**config.mk**
```make
export PLATFORM = sky130hd
export DESIGN_NAME = i2c_bus_monitor
export DESIGN_NICKNAME = d
export VERILOG_FILES = /design/src/rtl/i2c_bus_monitor.sv
export SDC_FILE = /design/constraint.sdc
export NUM_CORES = 1
export LEC_CHECK = 0
export ABC_AREA = 1
export CAP_MARGIN = 20
export CORE_ASPECT_RATIO = 0.9
export CORE_MARGIN = 3
export CORE_UTILIZATION = 50
export DETAILED_ROUTE_END_ITERATION = 8
export PLACE_DENSITY = 0.72
export SLEW_MARGIN = 25
export SYNTH_ARGS = -nofsm -noshare
export SYNTH_HDL_FRONTEND = slang
export SYNTH_SLANG_ARGS = --single-unit
```
**constraint.sdc**
```tcl
create_clock -name clk_i -period 3.3 [get_ports clk_i]
set_input_delay 0.66 -clock clk_i [delete_from_list [all_inputs] [get_ports clk_i]]
set_output_delay 0.66 -clock clk_i [all_outputs]
set_load 0.05 [all_outputs]
```
**src/rtl/i2c_bus_monitor.sv**
```systemverilog
// Passive I2C bus monitor: synchronises and de-glitches SCL/SDA, decodes
// START/RESTART/STOP and address/data bytes, and queues events in a FWFT FIFO.
module i2c_bus_monitor #(
  parameter int FILTER_LEN = 3,
  parameter int FIFO_DEPTH = 8
) (
  input  logic                          clk_i,
  input  logic                          rst_i,
  input  logic                          scl_i,
  input  logic                          sda_i,
  input  logic                          en_i,
  input  logic                          rd_i,
  input  logic                          clr_ovf_i,
  output logic [11:0]                   evt_o,
  output logic                          empty_o,
  output logic                          full_o,
  output logic [$clog2(FIFO_DEPTH):0]   level_o,
  output logic                          busy_o,
  output logic                          ovf_o
);

  localparam int CW = $clog2(FILTER_LEN + 1);
  localparam int AW = $clog2(FIFO_DEPTH);
  localparam int LW = AW + 1;

  localparam logic [2:0] EV_START   = 3'd0;
  localparam logic [2:0] EV_RESTART = 3'd1;
  localparam logic [2:0] EV_STOP    = 3'd2;
  localparam logic [2:0] EV_ADDR    = 3'd3;
  localparam logic [2:0] EV_DATA    = 3'd4;

  typedef enum logic [1:0] {ST_IDLE, ST_BITS, ST_ACK} state_t;

  // Index 0 is SCL, index 1 is SDA throughout the input path.
  logic [1:0]    sync1, sync2, filt, prev;
  logic [CW-1:0] flt_cnt [2];

  // A line follows its synchronised value only after FILTER_LEN cycles of disagreement.
  always_ff @(posedge clk_i or posedge rst_i) begin
    if (rst_i) begin
      sync1 <= 2'b11;
      sync2 <= 2'b11;
      filt  <= 2'b11;
      prev  <= 2'b11;
      for (int i = 0; i < 2; i++) flt_cnt[i] <= '0;
    end else begin
      sync1 <= {sda_i, scl_i};
      sync2 <= sync1;
      prev  <= filt;
      for (int i = 0; i < 2; i++) begin
        if (sync2[i] == filt[i]) begin
          flt_cnt[i] <= '0;
        end else if (flt_cnt[i] == CW'(FILTER_LEN)) begin
          filt[i]    <= sync2[i];
          flt_cnt[i] <= '0;
        end else begin
          flt_cnt[i] <= flt_cnt[i] + 1'b1;
        end
      end
    end
  end

  logic scl, sda, scl_p, sda_p;
  logic start_c, stop_c, rise_c;

  assign scl   = filt[0];
  assign sda   = filt[1];
  assign scl_p = prev[0];
  assign sda_p = prev[1];

  assign start_c = scl & scl_p & sda_p & ~sda;
  assign stop_c  = scl & scl_p & ~sda_p & sda;
  assign rise_c  = scl & ~scl_p;

  state_t      state;
  logic [2:0]  bit_cnt;
  logic [7:0]  shreg;
  logic        first;
  logic        busy;
  logic        push;
  logic [11:0] push_evt;

  always_comb begin
    push     = 1'b0;
    push_evt = '0;
    if (en_i) begin
      case (state)
        ST_IDLE: begin
          if (start_c) begin
            push     = 1'b1;
            push_evt = {EV_START, 1'b0, 8'h00};
          end
        end
        default: begin
          if (start_c) begin
            push     = 1'b1;
            push_evt = {EV_RESTART, 1'b0, 8'h00};
          end else if (stop_c) begin
            push     = 1'b1;
            push_evt = {EV_STOP, 1'b0, 8'h00};
          end else if (state == ST_ACK && rise_c) begin
            push     = 1'b1;
            push_evt = {(first ? EV_ADDR : EV_DATA), ~sda, shreg};
          end
        end
      endcase
    end
  end

  // Byte decoder; START/STOP abandon any partially shifted byte.
  always_ff @(posedge clk_i or posedge rst_i) begin
    if (rst_i) begin
      state   <= ST_IDLE;
      busy    <= 1'b0;
      bit_cnt <= '0;
      shreg   <= '0;
      first   <= 1'b0;
    end else if (!en_i) begin
      state <= ST_IDLE;
      busy  <= 1'b0;
    end else begin
      case (state)
        ST_IDLE: begin
          if (start_c) begin
            busy    <= 1'b1;
            bit_cnt <= '0;
            first   <= 1'b1;
            state   <= ST_BITS;
          end
        end
        ST_BITS, ST_ACK: begin
          if (start_c) begin
            bit_cnt <= '0;
            first   <= 1'b1;
            state   <= ST_BITS;
          end else if (stop_c) begin
            busy  <= 1'b0;
            state <= ST_IDLE;
          end else if (rise_c) begin
            if (state == ST_BITS) begin
              shreg   <= {shreg[6:0], sda};
              bit_cnt <= bit_cnt + 3'd1;
              if (bit_cnt == 3'd7) state <= ST_ACK;
            end else begin
              first <= 1'b0;
              state <= ST_BITS;
            end
          end
        end
        default: state <= ST_IDLE;
      endcase
    end
  end

  assign busy_o = busy;

  logic [11:0]   mem [FIFO_DEPTH];
  logic [AW-1:0] wr_ptr, rd_ptr;
  logic [LW-1:0] count;
  logic          ovf;
  logic          do_rd, do_wr, drop;

  assign empty_o = (count == '0);
  assign full_o  = (count == LW'(FIFO_DEPTH));
  assign do_rd   = rd_i & ~empty_o;
  assign do_wr   = push & (~full_o | rd_i);
  assign drop    = push & full_o & ~rd_i;

  always_ff @(posedge clk_i) begin
    if (do_wr) mem[wr_ptr] <= push_evt;
  end

  // A pop frees the head slot in the same cycle, so a full FIFO still takes the push.
  always_ff @(posedge clk_i or posedge rst_i) begin
    if (rst_i) begin
      wr_ptr <= '0;
      rd_ptr <= '0;
      count  <= '0;
      ovf    <= 1'b0;
    end else begin
      if (do_wr) wr_ptr <= wr_ptr + 1'b1;
      if (do_rd) rd_ptr <= rd_ptr + 1'b1;
      case ({do_wr, do_rd})
        2'b10:   count <= count + 1'b1;
        2'b01:   count <= count - 1'b1;
        default: count <= count;
      endcase
      if (drop)           ovf <= 1'b1;
      else if (clr_ovf_i) ovf <= 1'b0;
    end
  end

  assign evt_o   = empty_o ? 12'h000 : mem[rd_ptr];
  assign level_o = count;
  assign ovf_o   = ovf;

endmodule

```
==> flow_metrics.env, run 1 <==
export IMPL_cpPeakStageDelay_ns=0.61
export IMPL_dp_hpwl_um=7330
export IMPL_critical_path_top_delay_family="buffers and inverters"
export IMPL_numPortBuffers=26
export IMPL_timing_final_setup_violations=0
export IMPL_area_growth_pct=17.5
export IMPL_power_w=0.00651
export IMPL_power_density_nw_per_um2=951
export IMPL_r2r_start="filt[1]$_DFFE_PP1P_"
export IMPL_cp_max_fo=19
export IMPL_num_antenna_cells=0
export IMPL_worst_pin_slew_ns=0.962
export IMPL_p_switching_w=0.00264
export IMPL_finalCritPeriodShare_pct=90.4
export IMPL_drtIter0Drc=358
export IMPL_final_layout_size_suffix_gt1_share_pct=12.1
export IMPL_vdd_drop_max_mv=0.570
export IMPL_path_class="reg -> out"
export IMPL_clockPowerShare_pct=27.2
export IMPL_leakagePower_nw=2.83
export IMPL_ant_nets=0
export IMPL_top_layer="met4"
export IMPL_ys_warn_count=0
export IMPL_cts_root_buf="clkbuf_16"
export IMPL_multi_input_area_sq_um=1730
export IMPL_avgSynthCellArea_sq_um=10.5
export IMPL_worstSetupEndpointType="output port"
export IMPL_rsz0062_at_grt="no"
export IMPL_cts_tree="done"
export IMPL_wire_per_inst_um=15.3
export IMPL_comb_power_share_pct=39.2
export IMPL_reg2reg_depth=11
export IMPL_wl_met2_um=5660
export IMPL_ys_types=27
export IMPL_dieArea_sq_um=13000
export IMPL_grt_pass1_vias=3964
export IMPL_wl_met3_um=552
export IMPL_grt_max_degree=50
export IMPL_crit_path_cell_trace="inv_1 -> o21ai_0 -> o22ai_1 -> nor2_1 -> nor2_1 -> buf_4"
export IMPL_grt_overflow_total=0
export IMPL_drv_cap=0
export IMPL_r2r_slack_ns=0.80
export IMPL_pin_count=27
export IMPL_clk_path_buf_depth=2
export IMPL_worst_hold_slack_ns=0.354
export IMPL_ys_seq_area_share_pct=65.9
export IMPL_cts_sinks=134
export IMPL_clkTransAtPathRegs_ns=0.06
export IMPL_grt_pass1_wl_um=19400
export IMPL_crit_top_cell="nor2_1"
export IMPL_min_period_ns=2.98
export IMPL_dieWidth_um=120
export IMPL_synth_area_leaders="edfxtp_1 49%, dfrtp_1 13%, nor2_1 7.9%, nand2_1 5.3%, o21ai_0 5.2%"
export IMPL_hold_viol=0
export IMPL_status="finished clean"
export IMPL_seq_area_sq_um=3840
export IMPL_post_cts_resized=0
export IMPL_crit_arrival_ns=2.32
export IMPL_std_cell_rows=36
export IMPL_slew_headroom_pct=35.9
export IMPL_grt_antenna_before_repair=0
export IMPL_maxSlewViolCount=0
export IMPL_synth_ff_latch_count=134
export IMPL_cp_required_ns=2.64
export IMPL_fin_worst_skew_ns=0.00693
export IMPL_vias_per_cell=5.25
export IMPL_cp_num_buf_inv=2
export IMPL_htree_levels=4
export IMPL_holdCritStartpoint="sync1[0]$_DFF_PP1_"
export IMPL_fmax_mhz=335
export IMPL_swShare_pct=40.6
export IMPL_drt_total_wl_um=11600
export IMPL_start_util_pct=52.6
export IMPL_syn_area_sq_um=5830
export IMPL_min_path_type="reg -> reg"
export IMPL_track_usage_pct=19.6
export IMPL_synth_top_area_cell="edfxtp_1"
export IMPL_ctsHoldBuffers=0
export IMPL_firstDrtPassIters=5
export IMPL_route_detailed_drc=0
export IMPL_nNetsFinal=613
export IMPL_synth_cells=553
export IMPL_p_int_w=0.00387
export IMPL_cts_made_buffers=17
export IMPL_synth_top_area_share_pct=49.5
export IMPL_synth_nets=574
export IMPL_crit_slowest_cell="dfrtp_1"
export IMPL_critical_path_startpoint_type="flop"
export IMPL_min_delay_path_depth=0
export IMPL_pwr_share_seq_pct=33.5
export IMPL_met1Wirelength_um=5190
export IMPL_gp_congestion=0.844
export IMPL_die_h_um=108
export IMPL_hold_end="sync2[0]$_DFF_PP1_"
export IMPL_vias=3971
export IMPL_clkLatencyLatePin_ns=0.41
export IMPL_tns_ns=0
export IMPL_core_area_sq_um=11100
export IMPL_nFillCells=865
export IMPL_r2r_end="level_o[2]$_DFFE_PP0P_"
export IMPL_cts_setup_buffers=0
[cell families after synthesis]
| kind of cell | Yosys count | synth area share [%] |
|---|---|---|
| xor gates and xnor gates | 8 | 1.20 |
| AOI/OAI and AO/OA | 95 | 9.06 |
| buffers and inverters | 66 | 4.40 |
| DFF | 134 | 65.9 |
| and+or+nand+nor | 236 | 16.4 |
| adders and majority gates | 14 | 3.00 |
[layout by cell type, fill, tap and decap left out, drive strengths merged]
| cell type | netlist | routed |
|---|---|---|
| o211ai | 14 | 14 |
| buf | 6 | 27 |
| clkdlybuf4s50 | 0 | 14 |
| xnor2 | 4 | 4 |
| nand3 | 14 | 14 |
| o22ai | 12 | 12 |
| inv | 45 | 47 |
| o21ai | 63 | 63 |
| dfstp | 8 | 8 |
| ha | 14 | 14 |
| clkinv | 0 | 10 |
| nor3 | 5 | 5 |
| xor2 | 4 | 4 |
| or2 | 1 | 1 |
| clkinvlp | 0 | 1 |
| nand2 | 87 | 87 |
| edfxtp | 96 | 96 |
| nand4 | 3 | 3 |
| a211oi | 1 | 1 |
| clkbuf | 15 | 17 |
| nor2 | 126 | 126 |
| bufinv | 0 | 2 |
| a21oi | 5 | 5 |
| dfrtp | 30 | 30 |
[how the worst max path moves through the flow]
stage	startpoint	endpoint	slack, ns	cells past startpoint
floorplan	level_o[2]$_DFFE_PP0P_	evt_o[10]	0.66	5
global placement	en_i	level_o[2]$_DFFE_PP0P_	0.49	10
detailed placement	en_i	level_o[2]$_DFFE_PP0P_	0.43	10
CTS	rd_ptr[1]$_DFFE_PP0P_	evt_o[8]	0.36	6
global route	rd_ptr[1]$_DFFE_PP0P_	evt_o[9]	0.13	6
finish	rd_ptr[1]$_DFFE_PP0P_	evt_o[8]	0.32	6
[per-layer routing]
metal	GRT usage, %	vias to the layer above
met2	33.3	100
met4	8.09	0
li1	-	1948
met3	5.18	16
met5	0	-
met1	24.2	1907
[flip-flops by register name (all words and copies together) (netlist names)]
register	flops
mem	96
shreg	8
flt_cnt	4
level_o	4
bit_cnt	3
rd_ptr	3
wr_ptr	3
filt	2
prev	2
state	2
sync1	2
sync2	2
busy_o	1
first	1
ovf_o	1
[cell type report]
type                    instances  share of cell area [%]
clock buffers                  17                    6.21
clock inverters                15                    1.99
inverters                      45                    2.47
multi-input cells             353                    25.2
flip-flops and latches        134                    56.1
well taps                     152                    2.78
repair buffers                 41                    5.19
[worst reg2reg max path, stage by stage (launching register included)]
cell     delay (ns)
dfstp_2        0.60
nand4_1        0.26
nand2_1        0.18
nor2_2         0.07
nor2_1         0.14
nand2_1        0.14
ha_1           0.25
xor2_1         0.25
ha_1           0.20
a21oi_1        0.05
xor2_1         0.16
o21ai_0        0.14
[cells in the mapped netlist]
cell type	instances
a211oi_1	1
a21oi_1	5
buf_2	6
clkbuf_1	14
clkbuf_2	1
dfrtp_1	30
dfstp_2	8
edfxtp_1	96
ha_1	14
inv_1	44
inv_2	1
nand2_1	82
nand2_2	4
nand2_4	1
nand3_1	14
nand4_1	3
nor2_1	123
nor2_2	3
nor3_1	4
nor3_4	1
o211ai_1	14
o21ai_0	60
o21ai_1	3
o22ai_1	12
or2_2	1
xnor2_1	4
xor2_1	4
[metrics by stage]
step	util (%)	area (sq um)	std cells	worst slack, ns
finish	61.8	6850	757	0.318
global route	61.8	6850	757	0.131
CTS	61.8	6850	757	0.362
detailed placement	56.7	6290	725	0.427
global placement	56.7	6290	725	0.486
floorplan	-	5830	553	0.662
[power by group through the flow]
stage,clock network [W],registers (W),logic (W)
after CTS,0.00180,0.00218,0.00256
final,0.00177,0.00218,0.00255
after global placement,0,0.00220,0.00249
after global routing,0.00188,0.00222,0.00284
after detailed placement,0,0.00221,0.00255
after floorplan,0,0.00219,0.00187
Note: power is estimated with default switching activity, not from simulation.
==> run 2: changes to the inputs <==
Settings changed: HOLD_SLACK_MARGIN from default to 0.1.
==> results of run 2 <==
Final layout, timing and power as in run 1 (identical DEF).
==> run 3: changes to the inputs <==
Settings changed: CELL_PAD_IN_SITES_DETAIL_PLACEMENT from default to 2, CELL_PAD_IN_SITES_GLOBAL_PLACEMENT from default to 2, CORE_UTILIZATION 50 to 43, PLACE_DENSITY 0.72 to 0.88.
==> flow_metrics.env, run 3 (synthesis gave the netlist of run 1 again) <==
export IMPL_min_path_type="reg -> reg"
export IMPL_dieArea_sq_um=15000
export IMPL_route_detailed_drc=0
export IMPL_ctsHoldBuffers=0
export IMPL_crit_top_cell="nor2_1"
export IMPL_leakagePower_nw=2.83
export IMPL_drv_cap=0
export IMPL_maxSlewViolCount=0
export IMPL_timing_final_setup_violations=0
export IMPL_hold_viol=0
export IMPL_reg_top3="mem x96, shreg x8"
export IMPL_dpl_cell_area_sq_um=6310
export IMPL_drtIter0Drc=318
export IMPL_grt_antenna_before_repair=0
export IMPL_track_usage_pct=28.7
export IMPL_gp_congestion=0.790
export IMPL_die_h_um=116
export IMPL_setup_ws_ns=0.0818
export IMPL_pwr_share_seq_pct=31.4
export IMPL_fmax_mhz=311
export IMPL_pin_count=27
export IMPL_grt_pass1_vias=5020
export IMPL_ant_nets=0
export IMPL_critical_path_top_delay_family="flip-flops"
export IMPL_cp_required_ns=2.64
export IMPL_critical_path_startpoint_type="flop"
export IMPL_cts_made_buffers=17
export IMPL_fin_area_sq_um=6860
export IMPL_std_cell_rows=39
export IMPL_clkTransAtPathRegs_ns=0.06
export IMPL_multi_input_area_sq_um=1730
export IMPL_final_common_cell="nor2_1"
export IMPL_vias_per_cell=5.78
export IMPL_vias=4453
export IMPL_nFillCells=1287
export IMPL_tns_ns=0
export IMPL_crit_path_cell_trace="inv_1 -> o21ai_0 -> o22ai_1 -> nor2_1 -> nor2_1 -> buf_4"
export IMPL_layout_common_cells="123 x nor2_1, 96 x edfxtp_1, 82 x nand2_1, 60 x o21ai_0, 44 x inv_1"
export IMPL_regMostFlops="mem"
export IMPL_vdd_drop_max_mv=0.662
export IMPL_min_period_ns=3.22
export IMPL_worstSetupEndpointType="output port"
export IMPL_numPortBuffers=26
export IMPL_firstDrtPassIters=5
export IMPL_wire_per_inst_um=26.6
export IMPL_cts_tree="done"
export IMPL_worst_pin_slew_ns=1.06
export IMPL_dp_hpwl_um=13100
export IMPL_dieWidth_um=129
export IMPL_cpPeakStageDelay_ns=0.80
export IMPL_area_growth_pct=17.7
export IMPL_rsz0062_at_grt="no"
export IMPL_cts_setup_buffers=0
export IMPL_cp_num_buf_inv=2
export IMPL_grt_max_degree=50
export IMPL_post_cts_resized=0
export IMPL_dp_cells=738
export IMPL_crit_arrival_ns=2.56
export IMPL_num_antenna_cells=0
export IMPL_cp_max_fo=18
export IMPL_cts_sinks=134
export IMPL_nNetsFinal=614
export IMPL_grt_pass1_wl_um=31100
export IMPL_power_density_nw_per_um2=1020
export IMPL_clkLatencyLatePin_ns=0.44
export IMPL_clockPowerShare_pct=25.9
export IMPL_cts_root_buf="clkbuf_16"
export IMPL_grt_overflow_total=0
export IMPL_fin_worst_skew_ns=0.0142
export IMPL_swShare_pct=44.5
export IMPL_clk_path_buf_depth=2
export IMPL_path_class="reg -> out"
export IMPL_largest_register_ffs=96
export IMPL_status="finished clean"
export IMPL_comb_power_share_pct=42.7
export IMPL_p_int_w=0.00389
export IMPL_crit_slowest_cell="dfrtp_1"
export IMPL_post_route_util_pct=52.9
export IMPL_finalNonFillerCells=770
export IMPL_final_layout_size_suffix_gt1_share_pct=12.4
export IMPL_htree_levels=4
export IMPL_pre_cts_ws_ns=0.166
export IMPL_slew_headroom_pct=28.9
export IMPL_drt_total_wl_um=20500
export IMPL_p_switching_w=0.00313
export IMPL_start_util_pct=44.9
export IMPL_r2r_slack_ns=0.27
export IMPL_seq_area_sq_um=3840
export IMPL_core_area_sq_um=13000
export IMPL_finalCritPeriodShare_pct=97.5
[run 3: changes by cell type in the layout (fill, tap and decap cells not counted), moves of 2 or more]
| cell | delta |
|---|---|
| clkbuf_1 | +3 |
| clkinv_2 | +4 |
| clkinv_1 | -3 |
| inv_6 | -2 |
[run 3: path summary, 6_finish.rpt]
kind / end / cells past startpoint / from
worst max-delay path: evt_o[8] / 6 / rd_ptr[1]$_DFFE_PP0P_
worst min-delay path: sync2[0]$_DFF_PP1_ / 0 / sync1[0]$_DFF_PP1_
worst max register to register: level_o[3]$_DFFE_PP0P_ / 10 / filt[1]$_DFFE_PP1P_
worst min register to register: sync2[0]$_DFF_PP1_ / 0 / sync1[0]$_DFF_PP1_
max in group asynchronous: sync1[0]$_DFF_PP1_ / 3 / rst_i
min in group asynchronous: wr_ptr[0]$_DFFE_PP0P_ / 3 / rst_i
[run 3: per-stage QoR]
stage               total power, W  hold slack [ns]
global route               0.00733            0.362
floorplan                  0.00406            0.345
detailed placement         0.00511            0.349
finish                     0.00702            0.356
CTS                        0.00704            0.357
global placement           0.00478            0.347
[run 3: power by group through the flow]
stage	Combinational, W	Sequential (W)	Clock, W
3_5_place_dp	0.00290	0.00222	0
3_3_place_gp	0.00260	0.00219	0
4_1_cts	0.00301	0.00220	0.00183
6_report	0.00300	0.00220	0.00182
5_1_grt	0.00321	0.00223	0.00190
2_1_floorplan	0.00187	0.00219	0
[run 3: per-layer routing]
metal,wire [um],part of all wire (%),track usage (%),up-vias
li1,-,-,-,1952
met1,8030,39,33.5,2309
met2,10900,53,51.3,137
met3,852,4.2,5.35,55
met4,722,3.5,13.6,0
met5,0,0,0,-
[run 3: cell type report]
cell class	count	share of cell area, %
clock inverter	12	1.62
tap	164	2.99
sequential	134	56.0
clock buffer	20	6.36
timing repair buffer	42	5.29
multi-input combinational	353	25.3
inverter	45	2.46
[run 3: worst register-to-register path: cells and delay by family, from the launching register on]
| kind | cells | cell delay [ns] |
|---|---|---|
| XOR/XNOR | 1 | 0.38 |
| adder cells (fa/ha/maj) | 1 | 0.29 |
| flip-flops | 1 | 0.64 |
| AND/OR/NAND/NOR | 8 | 1.57 |
